$ cat config.mk
export PLATFORM = sky130hd
export DESIGN_NAME = fft_frame_source
export DESIGN_NICKNAME = d
export VERILOG_FILES = /design/src/rtl/fft_frame_source.sv
export SDC_FILE = /design/constraint.sdc
export NUM_CORES = 1
export LEC_CHECK = 0
export CORE_ASPECT_RATIO = 1.4
export CORE_MARGIN = 2
export CORE_UTILIZATION = 55
export DETAILED_ROUTE_END_ITERATION = 16
export PLACE_DENSITY = 0.76
export SYNTH_ARGS = -nofsm -noshare
export SYNTH_HDL_FRONTEND = slang
export SYNTH_SLANG_ARGS = --single-unit
$ cat constraint.sdc
create_clock -name i_clk -period 5.6 [get_ports i_clk]
set_clock_uncertainty 0.2 [all_clocks]
set_input_delay 0.84 -clock i_clk [delete_from_list [all_inputs] [get_ports i_clk]]
set_output_delay 0.84 -clock i_clk [all_outputs]
set_load 0.01 [all_outputs]
$ cat src/rtl/fft_frame_source.sv
// Frame source for the FFT datapath: host fills an N-entry sample buffer, then
// i_start streams it out in natural order over a valid/ready interface.
module fft_frame_source #(
  parameter int LOG2N = 4,
  parameter int DW    = 24
) (
  input  logic              i_clk,
  input  logic              i_rst_n,
  input  logic              i_wr_en,
  input  logic [LOG2N-1:0]  i_wr_addr,
  input  logic [2*DW-1:0]   i_wr_data,
  input  logic              i_start,
  output logic [2*DW-1:0]   o_data,
  output logic              o_data_valid,
  input  logic              i_data_ready,
  output logic              o_data_last,
  output logic              o_busy,
  output logic              o_done
);

  localparam int N = 1 << LOG2N;
  localparam logic [LOG2N:0] LAST_IDX = (LOG2N+1)'(N - 1);

  typedef enum logic [1:0] {IDLE, PREFETCH, STREAM, DONE} state_e;

  state_e            state_q;
  logic [LOG2N:0]    idx_q;
  logic [2*DW-1:0]   mem_q [N];
  logic [2*DW-1:0]   rd_data_q;

  logic              fire;
  logic              wr_ok;
  logic              rd_en_d;
  logic [LOG2N-1:0]  rd_addr_d;
  logic [LOG2N:0]    idx_inc;

  assign fire    = o_data_valid && i_data_ready;
  assign wr_ok   = i_wr_en && (state_q == IDLE || state_q == DONE);
  assign idx_inc = idx_q + (LOG2N+1)'(1);
  assign o_data  = rd_data_q;

  // Read address 0 is fetched in PREFETCH, after any write coincident with
  // i_start has landed; later reads advance only on a fire.
  always_comb begin
    rd_en_d   = 1'b0;
    rd_addr_d = '0;
    if (state_q == PREFETCH) begin
      rd_en_d = 1'b1;
    end else if (state_q == STREAM && fire && idx_q != LAST_IDX) begin
      rd_en_d   = 1'b1;
      rd_addr_d = idx_inc[LOG2N-1:0];
    end
  end

  // Buffer and its registered read port carry no reset: contents survive.
  always_ff @(posedge i_clk) begin
    if (wr_ok)   mem_q[i_wr_addr] <= i_wr_data;
    if (rd_en_d) rd_data_q        <= mem_q[rd_addr_d];
  end

  always_ff @(posedge i_clk) begin
    if (!i_rst_n) begin
      state_q      <= IDLE;
      idx_q        <= '0;
      o_data_valid <= 1'b0;
      o_data_last  <= 1'b0;
      o_busy       <= 1'b0;
      o_done       <= 1'b0;
    end else begin
      case (state_q)
        IDLE: begin
          o_done <= 1'b0;
          if (i_start) begin
            state_q <= PREFETCH;
            idx_q   <= '0;
            o_busy  <= 1'b1;
          end
        end
        PREFETCH: begin
          state_q      <= STREAM;
          o_data_valid <= 1'b1;
          o_data_last  <= (N == 1);
        end
        STREAM: begin
          if (fire) begin
            if (idx_q == LAST_IDX) begin
              state_q      <= DONE;
              o_data_valid <= 1'b0;
              o_data_last  <= 1'b0;
              o_busy       <= 1'b0;
              o_done       <= 1'b1;
            end else begin
              idx_q       <= idx_inc;
              o_data_last <= (idx_inc == LAST_IDX);
            end
          end
        end
        DONE: begin
          state_q <= IDLE;
          o_done  <= 1'b0;
        end
        default: state_q <= IDLE;
      endcase
    end
  end

endmodule

# Word level (Yosys, flattened, before mapping)
# Memory sizes are Yosys's and may differ from the RTL's. A register that Yosys moved wholly into a read port is not among the register bits.
# Cells that the tools add are included.
# totals
reg_bits	11
mem_bits_rw	768
inputBits	57
out_inout_bits	52
mem_count	1
# classes
add_sub_neg	1
eq_ne	10
n_mux	25
reduce_logical	16
# memory_table
name	words	width	rd	rd_clocked_by_memory_dff	write_ports	line_no	text
mem_q	16	48	1	1	1	28	logic [2*DW-1:0] mem_q [N];
# op_table
cell	count
$mux W5	3
$mux W1	11
$eq A5 B4 Y1 const B	2
$pmux W5 S2	1
$reduce_and A3 Y1	3
$mux W4	2
$pmux W1 S2	4
$pmux W2 S4	1
$reduce_and A4 Y1	2
$mux W2	3
$ne A2 B2 Y1 const B	3
$reduce_bool A2 Y1	3
$add A5 B1 Y5 const B	1
$ne A5 B4 Y1 const B	1
$eq A2 B2 Y1 const B	2
$logic_and A1 B1 Y1	4
$eq A2 B1 Y1 const B	1
$logic_not A2 Y1	1
$ne A2 B1 Y1 const B	1
$reduce_and A2 Y1	1
$reduce_or A2 Y1	1
$logic_or A1 B1 Y1	1

# Depth between registers and ports, before layout
# depth
depth_word	5
mapped_depth	12
depth_no_buf	8

# Worst setup path before layout
# Ideal clock, no wire load.
# synth_timing
kind	input-to-reg
startpoint	input port i_wr_en
endpoint	memory mem_q[2][0] (netlist bit) (enable)
setup_ps	513
t_arrival_ps	4672
required_time_ps	4887
slack_ps	214
path_stages	3
n_path_buf	0
path_cell_list	nand2b_1 or3b_2 nor3_1
# synth_between
elab_chain_len	3
# synth_rtl
element	line_no	text
start, declared	9	input logic i_wr_en,
$logic_and A1 B1 Y1	38	assign wr_ok = i_wr_en && (state_q == IDLE || state_q == DONE);
$mux W1	57	if (wr_ok) mem_q[i_wr_addr] <= i_wr_data;
$mux W1 (not written as such)	57	
end, declared	28	
# No other way between the ends.

# Worst setup path in the final report
# layout_timing
startpoint	register idx_q[0]
endpoint	register rd_data_q[25] (netlist: o_data[25]) (read register of mem_q), data pin
# layout_between
elab_chain_len	4
elab_cells_between_ends	7
cone_classes	1 x add/sub; 1 x eq/ne; 4 x mux; 1 x reduce/logical
# layout_rtl
element	line_no	text
start, declared	27	logic [LOG2N:0] idx_q;
start signal, assigned	93	idx_q <= idx_inc;
branches (longest 4 deep; another with $add A5 B1 Y5)	n/a	
end, declared	29	logic [2*DW-1:0] rd_data_q;
# Several ways; the timed one is not identified.
# A chain may end at the register's enable or synchronous reset.

==> impl_metrics.toml <==
[run_status]
status = "complete, no violations"

[clock_network]
postCtsSetupRepairBufs = 0
tritoncts = "built"
post_cts_resize_count = 0
clk_latency_ps = 600
cts.clk_slew.worst_paths_ps = 70
cts_root_buf = "clkbuf_16"
postCtsHoldBufs = 0
h-tree-depth = 3
cts.sinks = 827
cts.path.max_buffers = 3
cts_made_buffers = 72

[final_layout]
layout_commonest_cell = "edfxtp_1"
multi_input_area_mm2 = 0.00721
final_area_mm2 = 0.0366
final_cell_mix = "edfxtp_1 (816), mux4_2 (134), clkdlybuf4s50_1 (108)"
n_fill_cell = 3947
synthToLayoutAreaGrowth_pct = 13.3
final-seq-area_mm2 = 0.0247
fin_nets = 1845
drive_gt1_frac = 0.168
layout.cells.non_filler = 2588
fin_util = 0.628

[setup_path]
r2r_cells = 10
cp.arrival_ps = 4210
max_stage_delay_ps = 640
startpoint_type = "flip-flop"
cp_num_cells = 10
cp_num_buf_inv = 2
path_class = "flip-flop to flip-flop"
cp_cell_sequence = "ha_1, and3_1, ha_1, nor3b_2, buf_4, nand2_4, buf_4, o22ai_1, nand2_1, o2bb2ai_1"
worstPathRequired_ps = 5730
crit_path_end_kind = "flip-flop"
critical_path.slowest_cell = "nor3b_2"
worstPathMaxFanout = 49
critPathTopFamily = "simple AND/OR/NAND/NOR gates"

[placed_design]
pre_cts_ws_ps = 1590
io_buffers = 108
dpl_cell_area_mm2 = 0.0344
place_congestion = 0.782
hpwl_mm = 37.9
place_inst = 2457

[floorplanning]
row_count = 105
die_w_um = 209
io_pins = 109
die_height_um = 291
start_util = 0.555
fp.coreArea_mm2 = 0.0583
die_area_mm2 = 0.0608

[route]
dr.pass1.iters = 8
wire_per_inst_um = 28.2
wirelength_mm = 72.9
drc_errors = 0
ant_nets = 0
drt_iter0_drc = 1860
vias = 16800
avgViaCountPerCell = 6.48

[global_route]
grt_use_total = 0.243
grt_use_met3 = 0.0338
gr-usage-met2 = 0.418
busiest_layer = "met2"
antenna_found_initial = 3
grt_max_degree = 137
grt_pass1_vias = 17500
grt_pass1_wl_mm = 109
gr-total-overflow = 0
met1_usage = 0.309

[timing]
final_max_slew_viol_count = 0
setup_ws_ps = 1520
finalSetupViolations = 0
grt_setup_unrepaired = "no"
fin_setup_tns_ps = 0
worstMarginPinSlew_ps = 1210
hold_viol_final = 0
finalWorstPathRequiredPeriod_ps = 4080
fmaxAchievable_mhz = 245
period_share = 0.729
slew_headroom = 0.188
holdWs_ps = 308

[synth]
ys_seq_area_frac = 0.764
synth_nets = 1735
ys_async_sr_fraction = 0
ys_types = 51
syn_area_mm2 = 0.0323
synth-edff-count = 816
avgSynthCellArea_um2 = 19.3
synthCells = 1672
synth_seq_cells = 827
yosys_warnings = 0
synth_ff_type = "edfxtp_1"

[job]
max_cap_violations = 0

[pwr]
p_leak_nw = 11.9
power_density_mw_per_mm2 = 385
peakVddDrop_mv = 0.204
power.total_mw = 14.1

[hold_path]
hold_class = "flip-flop to flip-flop"
whs_path_depth = 2
==> cell usage after synthesis, types with 2 or more instances <==
| library cell | number | area [µm²] |
|---|---|---|
| a211oi_1 | 36 | 270 |
| o21a_1 | 11 | 82.6 |
| buf_4 | 6 | 45.0 |
| mux4_2 | 134 | 3020 |
| a2bb2oi_1 | 38 | 333 |
| o21ai_1 | 39 | 195 |
| a211oi_2 | 3 | 37.5 |
| o2bb2ai_1 | 38 | 333 |
| o22ai_1 | 48 | 300 |
| ha_1 | 6 | 75.1 |
| buf_6 | 10 | 113 |
| edfxtp_1 | 816 | 24500 |
| a21boi_0 | 2 | 15.0 |
| mux2i_1 | 98 | 981 |
| nor2b_1 | 8 | 50.1 |
| o21ai_0 | 40 | 200 |
| nand2b_1 | 7 | 43.8 |
| a31oi_1 | 2 | 12.5 |
| a211o_1 | 10 | 87.6 |
| buf_1 | 6 | 22.5 |
| a221oi_1 | 9 | 78.8 |
| nor3_1 | 5 | 25.0 |
| a21oi_1 | 22 | 110 |
| a31o_2 | 2 | 17.5 |
| nand3_1 | 21 | 105 |
| nand3b_1 | 3 | 22.5 |
| nor2_1 | 24 | 90.1 |
| inv_1 | 6 | 22.5 |
| nand2_1 | 103 | 387 |
| clkbuf_1 | 49 | 184 |
| dfxtp_1 | 11 | 220 |
| buf_2 | 37 | 185 |
| nand4b_1 | 2 | 17.5 |
| and2_1 | 3 | 18.8 |
==> cell families after synthesis <==
| group | after synthesis | share of synthesized area |
|---|---|---|
| AO/OA/AOI/OAI | 306 | 0.0657 |
| XOR/XNOR | 2 | 0.000774 |
| adder cells (fa/ha/maj) | 6 | 0.00232 |
| buffers and inverters | 115 | 0.0178 |
| flip-flops | 827 | 0.764 |
| multiplexers | 232 | 0.124 |
| AND/OR/NAND/NOR | 184 | 0.0255 |
==> power breakdown <==
group          total, mW  internal, mW  switching (mW)
sequential          7.29          7.14           0.145
clock               4.76          2.62            2.14
combinational       2.06         0.867            1.19
==> worst paths after layout <==
path,startpoint,to,slack [ps]
worst max-delay path,idx_q[0]$_SDFFE_PN0P_,o_data[25]$_DFFE_PP_,1520
worst min-delay path,o_data_last$_SDFFE_PN0P_,o_data_last$_SDFFE_PN0P_,310
worst max register to register,idx_q[0]$_SDFFE_PN0P_,o_data[25]$_DFFE_PP_,1520
worst min register to register,o_data_last$_SDFFE_PN0P_,o_data_last$_SDFFE_PN0P_,310
==> layer usage <==
metal  vias to the layer above  share of wire
met1                      8634           0.37
met5                         -        0.00032
met2                       830           0.51
li1                       7108              -
met4                         4          0.040
met3                       187          0.077
==> tightest hold or removal path, cell delays in order (launching register included) <==
cell and delay, ps:
dfxtp_1 310, nand3b_1 70, a21boi_0 70
==> state kept, by name (all words and copies together) (netlist names) <==
| register | flops |
|---|---|
| idx_q | 5 |
| mem_q | 768 |
| o_busy | 1 |
| o_data | 48 |
| o_data_last | 1 |
| o_data_valid | 1 |
| o_done | 1 |
| state_q | 2 |
==> final cells by class <==
cell class / instances / share of cell area
multi-input combinational: 730 / 0.197
inverter: 7 / 0.000717
antenna: 1 / 0.0000683
clock inverter: 41 / 0.00782
sequential: 827 / 0.675
timing repair buffer: 144 / 0.0410
tap: 749 / 0.0256
clock buffer: 89 / 0.0532
Note: power is estimated with default switching activity, not from simulation.
